### src/rtl/lm_sm_pkg.sv
// Shared types and default sizes for the LM/SM micro-sequencer.
// Latency: n/a (declarations only).
// Backpressure: n/a.
package lm_sm_pkg;

    localparam int NREGS  = 8;
    localparam int REG_AW = 3;
    localparam int DATA_W = 16;

    typedef enum logic {
        IDLE = 1'b0,
        SEQ  = 1'b1
    } state_t;

endpackage

### src/rtl/lm_sm_sequencer_lowest_set_enc.sv
// Finds the lowest set bit of a mask, plus empty and exactly-one-bit flags.
// Latency: purely combinational.
// Backpressure: none.
module lowest_set_enc #(
    parameter int NREGS = 8,
    parameter int IDX_W = 3
) (
    input  logic [NREGS-1:0] mask,
    output logic [IDX_W-1:0] idx,
    output logic             none,
    output logic             single
);

    // Scan from the top so the lowest set bit is the last one written.
    always_comb begin
        idx = '0;
        for (int i = NREGS - 1; i >= 0; i--) begin
            if (mask[i]) begin
                idx = IDX_W'(i);
            end
        end
        none   = (mask == '0);
        single = !none && ((mask & (mask - NREGS'(1))) == '0);
    end

endmodule

### src/rtl/lm_sm_sequencer.sv
// Expands one LM/SM register list into single-register micro-ops, lowest register first.
// Latency: first micro-op in the start cycle; one micro-op per unheld cycle after that.
// Backpressure: hold freezes everything; stall_upstream is high until the last micro-op issues.
module lm_sm_sequencer #(
    parameter int NREGS  = lm_sm_pkg::NREGS,
    parameter int REG_AW = lm_sm_pkg::REG_AW,
    parameter int DATA_W = lm_sm_pkg::DATA_W
) (
    input  logic              clock,
    input  logic              reset,
    input  logic              start_valid,
    input  logic              is_lm,
    input  logic              is_sm,
    input  logic [REG_AW-1:0] base_reg,
    input  logic [NREGS-1:0]  reg_list,
    input  logic              hold,
    input  logic              flush,
    output logic              uop_valid,
    output logic              uop_is_lm,
    output logic [REG_AW-1:0] uop_base,
    output logic [REG_AW-1:0] uop_reg,
    output logic [DATA_W-1:0] uop_offset,
    output logic              uop_first,
    output logic              uop_last,
    output logic              stall_upstream,
    output logic              busy
);

    import lm_sm_pkg::*;

    state_t            state, state_nxt;
    logic [NREGS-1:0]  pending, pending_nxt;
    logic [REG_AW-1:0] count, count_nxt;
    logic              lm_q, lm_nxt;
    logic [REG_AW-1:0] base_q, base_nxt;

    logic [REG_AW-1:0] list_idx, pend_idx;
    logic              list_none, list_single;
    logic              pend_none, pend_single;
    logic [NREGS-1:0]  list_rest;
    logic              start;

    lowest_set_enc #(.NREGS(NREGS), .IDX_W(REG_AW)) u_list_enc (
        .mask   (reg_list),
        .idx    (list_idx),
        .none   (list_none),
        .single (list_single)
    );

    lowest_set_enc #(.NREGS(NREGS), .IDX_W(REG_AW)) u_pend_enc (
        .mask   (pending),
        .idx    (pend_idx),
        .none   (pend_none),
        .single (pend_single)
    );

    // Start qualification and the list with its lowest bit already consumed.
    always_comb begin
        start     = start_valid && (is_lm || is_sm) && !hold && !flush;
        list_rest = reg_list & (reg_list - NREGS'(1));
    end

    // Next-state and micro-op outputs; everything defaults to 0 so reset and flush need no extra branch.
    always_comb begin
        state_nxt      = state;
        pending_nxt    = pending;
        count_nxt      = count;
        lm_nxt         = lm_q;
        base_nxt       = base_q;
        uop_valid      = 1'b0;
        uop_is_lm      = 1'b0;
        uop_base       = '0;
        uop_reg        = '0;
        uop_offset     = '0;
        uop_first      = 1'b0;
        uop_last       = 1'b0;
        stall_upstream = 1'b0;
        busy           = reset && (state == SEQ);

        if (reset) begin
            if (flush) begin
                // Squash: drop the instruction, keep lm_q/base_q (they are don't-care in IDLE).
                state_nxt   = IDLE;
                pending_nxt = '0;
                count_nxt   = '0;
            end else if (state == SEQ) begin
                // Outputs are a pure function of the held state, so hold repeats them unchanged.
                uop_valid      = !pend_none;
                uop_is_lm      = lm_q;
                uop_base       = base_q;
                uop_reg        = pend_idx;
                uop_offset     = DATA_W'(count);
                uop_last       = pend_single;
                stall_upstream = !pend_single;
                if (!hold) begin
                    if (pend_single || pend_none) begin
                        state_nxt   = IDLE;
                        pending_nxt = '0;
                        count_nxt   = '0;
                    end else begin
                        pending_nxt = pending & (pending - NREGS'(1));
                        count_nxt   = count + REG_AW'(1);
                    end
                end
            end else if (start && !list_none) begin
                // First micro-op goes out combinationally; an LM/SM with both flags set loads.
                uop_valid      = 1'b1;
                uop_is_lm      = is_lm;
                uop_base       = base_reg;
                uop_reg        = list_idx;
                uop_first      = 1'b1;
                uop_last       = list_single;
                stall_upstream = !list_single;
                if (!list_single) begin
                    state_nxt   = SEQ;
                    pending_nxt = list_rest;
                    count_nxt   = REG_AW'(1);
                    lm_nxt      = is_lm;
                    base_nxt    = base_reg;
                end
            end
        end
    end

    // State register with synchronous active-low reset.
    always_ff @(posedge clock) begin
        if (!reset) begin
            state   <= IDLE;
            pending <= '0;
            count   <= '0;
            lm_q    <= 1'b0;
            base_q  <= '0;
        end else begin
            state   <= state_nxt;
            pending <= pending_nxt;
            count   <= count_nxt;
            lm_q    <= lm_nxt;
            base_q  <= base_nxt;
        end
    end

endmodule

### config.mk
export PLATFORM = sky130hd
export DESIGN_NAME = lm_sm_sequencer
export DESIGN_NICKNAME = d
export VERILOG_FILES = /design/src/rtl/lm_sm_pkg.sv /design/src/rtl/lm_sm_sequencer_lowest_set_enc.sv /design/src/rtl/lm_sm_sequencer.sv
export SDC_FILE = /design/constraint.sdc
export NUM_CORES = 1
export LEC_CHECK = 0
export ABC_AREA = 1
export CORE_MARGIN = 2
export CORE_UTILIZATION = 49
export DETAILED_ROUTE_END_ITERATION = 8
export HOLD_SLACK_MARGIN = 0.06
export PLACE_DENSITY = 0.95
export RECOVER_POWER = 50
export SYNTH_ARGS = -nofsm -noshare
export SYNTH_HDL_FRONTEND = slang
export SYNTH_SLANG_ARGS = --single-unit
### constraint.sdc
create_clock -name clock -period 3.5 [get_ports clock]
set_input_delay 0.35 -clock clock [delete_from_list [all_inputs] [get_ports clock]]
set_output_delay 0.35 -clock clock [all_outputs]
set_load 0.02 [all_outputs]
==> run_summary.xml <==
<?xml version="1.0" encoding="UTF-8"?>
<metrics>
  <group name="clock_tree">
    <metric name="clock_tree.buffer_depth" unit="">2</metric>
    <metric name="h-tree-depth" unit="">1</metric>
    <metric name="cts.hold.buffers_added" unit="">0</metric>
    <metric name="numCtsBuffers" unit="">3</metric>
    <metric name="clock_sink_count" unit="">15</metric>
    <metric name="cts.repair_timing.setup_buffer_count" unit="">0</metric>
    <metric name="postCtsResizedCells" unit="">0</metric>
    <metric name="cts.clk_slew.worst_paths" unit="ns">0.09</metric>
    <metric name="worst_skew_pair.late_latency" unit="ns">0.28</metric>
    <metric name="tritoncts" unit="">yes</metric>
    <metric name="clockRootBuffer" unit="">sky130_fd_sc_hd__clkbuf_4</metric>
  </group>
  <group name="routing">
    <metric name="final_antenna_net_count" unit="">0</metric>
    <metric name="routed-via-count" unit="">1502</metric>
    <metric name="avgViaCountPerCell" unit="">5.162</metric>
    <metric name="first_iter_violations" unit="">55</metric>
    <metric name="drtPass1Iterations" unit="">4</metric>
    <metric name="routed_wirelength" unit="um">3263</metric>
    <metric name="post-route-drc-count" unit="">0</metric>
    <metric name="avgRoutedWirePerCell" unit="um">11.21</metric>
  </group>
  <group name="hold_path">
    <metric name="hold_start" unit="">lm_q</metric>
    <metric name="hold_path_class" unit="">flop to flop</metric>
  </group>
  <group name="timing">
    <metric name="maxSlewHeadroom" unit="%">60.33</metric>
    <metric name="post-route-period-util" unit="%">89.65</metric>
    <metric name="setup_tns" unit="ns">0</metric>
    <metric name="post-route-worst-setup-slack" unit="ns">0.3621</metric>
    <metric name="timing_hold_violations_final" unit="">0</metric>
    <metric name="worst-slew-pin-transition" unit="ns">0.5951</metric>
    <metric name="unrepaired_setup_endpoints_after_global_routing" unit="">no</metric>
    <metric name="finalSetupViolations" unit="">0</metric>
    <metric name="fin_max_slew_vios" unit="">0</metric>
    <metric name="final.setup_skew" unit="ns">0.006033</metric>
    <metric name="max_freq" unit="MHz">318.7</metric>
    <metric name="post-route-min-period" unit="ns">3.138</metric>
  </group>
  <group name="layout">
    <metric name="final_net_count" unit="">280</metric>
    <metric name="drive_gt1_share" unit="%">6.923</metric>
    <metric name="fin_cells" unit="">291</metric>
    <metric name="syn2layout_area_growth" unit="%">20.20</metric>
    <metric name="fillers" unit="">252</metric>
    <metric name="num_antenna_cells" unit="">0</metric>
    <metric name="seq_area" unit="um^2">300.3</metric>
    <metric name="finish.utilization" unit="%">60.97</metric>
    <metric name="multi_input_comb_area" unit="um^2">854.6</metric>
  </group>
  <group name="floorplan">
    <metric name="ioPinCount" unit="">46</metric>
    <metric name="chipHeight" unit="um">56.73</metric>
    <metric name="start_util" unit="%">50.72</metric>
    <metric name="core_area" unit="um^2">2686</metric>
    <metric name="floorplan.rows" unit="">19</metric>
    <metric name="dieArea" unit="um^2">3218</metric>
    <metric name="die_x" unit="um">56.73</metric>
  </group>
  <group name="place">
    <metric name="portBuffers" unit="">32</metric>
    <metric name="detailedPlace.worstSlack" unit="ns">0.6391</metric>
    <metric name="place_inst" unit="">287</metric>
    <metric name="detailedPlacementHpwl" unit="um">2577</metric>
    <metric name="place_congestion" unit="">0.8715</metric>
  </group>
  <group name="critical_path">
    <metric name="timing.critical_path.arrival" unit="ns">2.79</metric>
    <metric name="timing_worst_setup_path_type" unit="">input pin to output port</metric>
    <metric name="cp_startpoint_kind" unit="">input pin</metric>
    <metric name="worst-endpoint-required" unit="ns">3.15</metric>
    <metric name="worst_r2r_startpoint" unit="">state</metric>
    <metric name="worst-path-max-fanout" unit="">25</metric>
    <metric name="crit_start" unit="">reg_list[1]</metric>
    <metric name="critical_path.endpoint_type" unit="">output port</metric>
  </group>
  <group name="global_routing">
    <metric name="grt_max_degree" unit="">26</metric>
    <metric name="first_pass_grt_wire_length" unit="um">5250</metric>
    <metric name="grt_overflow_total" unit="">0</metric>
    <metric name="grt_pass1_vias" unit="">1259</metric>
    <metric name="global_route.usage.total" unit="%">19.72</metric>
    <metric name="antenna_found_initial" unit="">0</metric>
  </group>
  <group name="logic_synthesis">
    <metric name="synth_top_cell_by_area" unit="">sky130_fd_sc_hd__dfxtp_1</metric>
    <metric name="yosysSeqAreaShare" unit="%">22.04</metric>
    <metric name="syn_inst" unit="">233</metric>
    <metric name="ys_warn_count" unit="">0</metric>
    <metric name="synth_seq_cells" unit="">15</metric>
    <metric name="syn_area" unit="um^2">1363</metric>
    <metric name="synth_cell_type_count" unit="">30</metric>
    <metric name="synth_top_area_share" unit="%">22.04</metric>
    <metric name="postSynthAreaPerCell" unit="um^2">5.848</metric>
    <metric name="synth.top_cells.by_area" unit="">sky130_fd_sc_hd__dfxtp_1 (22%), sky130_fd_sc_hd__nand2_1 (14%), sky130_fd_sc_hd__nor2_1 (11%)</metric>
  </group>
  <group name="pwr">
    <metric name="power.leakage" unit="uW">0.0007413</metric>
    <metric name="vdd_drop_max" unit="uV">290.9</metric>
    <metric name="power.density" unit="nW/um^2">229.8</metric>
  </group>
  <group name="flow_run">
    <metric name="drv.max_cap_violation_count" unit="">0</metric>
  </group>
  <group name="outcome">
    <metric name="run_status" unit="">complete, no violations</metric>
  </group>
</metrics>
power breakdown:
| group | total (uW) | switching, uW | internal (uW) |
|---|---|---|---|
| Combinational | 99.2 | 61.6 | 37.6 |
| Sequential | 179 | 4.12 | 175 |
| Clock | 97.7 | 53.4 | 44.2 |
cell type report:
cell class / instances / share of cell area, %
Inverter: 26 / 5.959
Tap cell: 31 / 2.368
Clock buffer: 4 / 1.604
Multi-Input combinational cell: 183 / 52.18
Sequential cell: 15 / 18.33
Timing Repair Buffer: 32 / 19.56
final timing paths:
check	endpoint	slack, ns	cells after the start
worst max-delay path	stall_upstream	0.36	9
worst min-delay path	lm_q	0.49	2
worst max register to register	count[1]	1.68	6
worst min register to register	lm_q	0.49	2
per-stage QoR:
step           total power, uW  instance area [um^2]  hold slack, ns
2_1_floorplan            256.9                  1408          0.4549
3_3_place_gp             280.6                  1622          0.4612
3_5_place_dp             282.4                  1622          0.4766
4_1_cts                  378.4                  1648          0.4969
5_1_grt                  399.5                  1638          0.5317
6_report                 376.4                  1638          0.4932
cells by family (layout without fill, tap and decap cells):
family	Yosys count	after routing	synth area share (%)
XOR/XNOR	1	1	0.6429
flip-flops	15	15	22.04
AND/OR/NAND/NOR	128	128	42.06
buffers and inverters	47	62	17.81
adder cells (fa/ha/maj)	1	1	0.9181
AO/OA/AOI/OAI	40	40	16.25
other	1	13	0.2752
cell usage in the layout, fill, tap and decap left out:
cell and count:
sky130_fd_sc_hd__a21oi_1 17, sky130_fd_sc_hd__a21oi_2 2, sky130_fd_sc_hd__a31oi_1 1, sky130_fd_sc_hd__a32oi_1 1, sky130_fd_sc_hd__a41oi_1 1, sky130_fd_sc_hd__clkbuf_1 1, sky130_fd_sc_hd__clkbuf_4 3, sky130_fd_sc_hd__clkdlybuf4s50_1 32
sky130_fd_sc_hd__conb_1 13, sky130_fd_sc_hd__dfxtp_1 15, sky130_fd_sc_hd__ha_1 1, sky130_fd_sc_hd__inv_1 22, sky130_fd_sc_hd__inv_2 4, sky130_fd_sc_hd__nand2_1 51, sky130_fd_sc_hd__nand2_2 2, sky130_fd_sc_hd__nand2_4 1
sky130_fd_sc_hd__nand3_1 20, sky130_fd_sc_hd__nand3_2 1, sky130_fd_sc_hd__nand4_1 1, sky130_fd_sc_hd__nor2_1 41, sky130_fd_sc_hd__nor2_2 2, sky130_fd_sc_hd__nor2_4 3, sky130_fd_sc_hd__nor3_1 5, sky130_fd_sc_hd__o211ai_1 1
sky130_fd_sc_hd__o21ai_0 11, sky130_fd_sc_hd__o21ai_1 5, sky130_fd_sc_hd__o21bai_1 1, sky130_fd_sc_hd__or2_1 1, sky130_fd_sc_hd__xor2_1 1
flip-flops by register name, indices dropped and copies added, names as in the netlist:
| signal | cells |
|---|---|
| lm_q | 1 |
| state | 1 |
| count | 3 |
| pending | 7 |
| base_q | 3 |
synthesized netlist by cell type:
cell type and n:
sky130_fd_sc_hd__a21oi_1 17, sky130_fd_sc_hd__a21oi_2 2, sky130_fd_sc_hd__a31oi_1 1, sky130_fd_sc_hd__a32oi_1 1
sky130_fd_sc_hd__a41oi_1 1, sky130_fd_sc_hd__buf_2 2, sky130_fd_sc_hd__buf_4 13, sky130_fd_sc_hd__buf_6 2
sky130_fd_sc_hd__clkbuf_1 4, sky130_fd_sc_hd__conb_1 1, sky130_fd_sc_hd__dfxtp_1 15, sky130_fd_sc_hd__ha_1 1
sky130_fd_sc_hd__inv_1 22, sky130_fd_sc_hd__inv_2 4, sky130_fd_sc_hd__nand2_1 50, sky130_fd_sc_hd__nand2_2 3
sky130_fd_sc_hd__nand2_4 1, sky130_fd_sc_hd__nand3_1 20, sky130_fd_sc_hd__nand3_2 1, sky130_fd_sc_hd__nand4_1 1
sky130_fd_sc_hd__nor2_1 40, sky130_fd_sc_hd__nor2_2 2, sky130_fd_sc_hd__nor2_4 4, sky130_fd_sc_hd__nor3_1 5
sky130_fd_sc_hd__o211ai_1 1, sky130_fd_sc_hd__o21ai_0 11, sky130_fd_sc_hd__o21ai_1 5, sky130_fd_sc_hd__o21bai_1 1
sky130_fd_sc_hd__or2_1 1, sky130_fd_sc_hd__xor2_1 1
per-layer routing:
| layer | vias to the layer above | share of wire (%) | GRT usage, % |
|---|---|---|---|
| met5 | - | 0 | 0 |
| met4 | 0 | 0.25 | 1.661 |
| met3 | 2 | 5.4 | 4.147 |
| met2 | 50 | 50 | 35.22 |
| met1 | 678 | 44 | 25.32 |
| li1 | 772 | - | - |
worst max-delay path: stages:
cell and delay (ns):
sky130_fd_sc_hd__clkdlybuf4s50_1 0.45, sky130_fd_sc_hd__nor2_1 0.43, sky130_fd_sc_hd__nand2_2 0.16, sky130_fd_sc_hd__nor2_4 0.18
sky130_fd_sc_hd__nor2_2 0.05, sky130_fd_sc_hd__nand2_1 0.14, sky130_fd_sc_hd__nand2_4 0.19, sky130_fd_sc_hd__a31oi_1 0.20
sky130_fd_sc_hd__clkdlybuf4s50_1 0.64
Power figures use the tool's default switching activity.
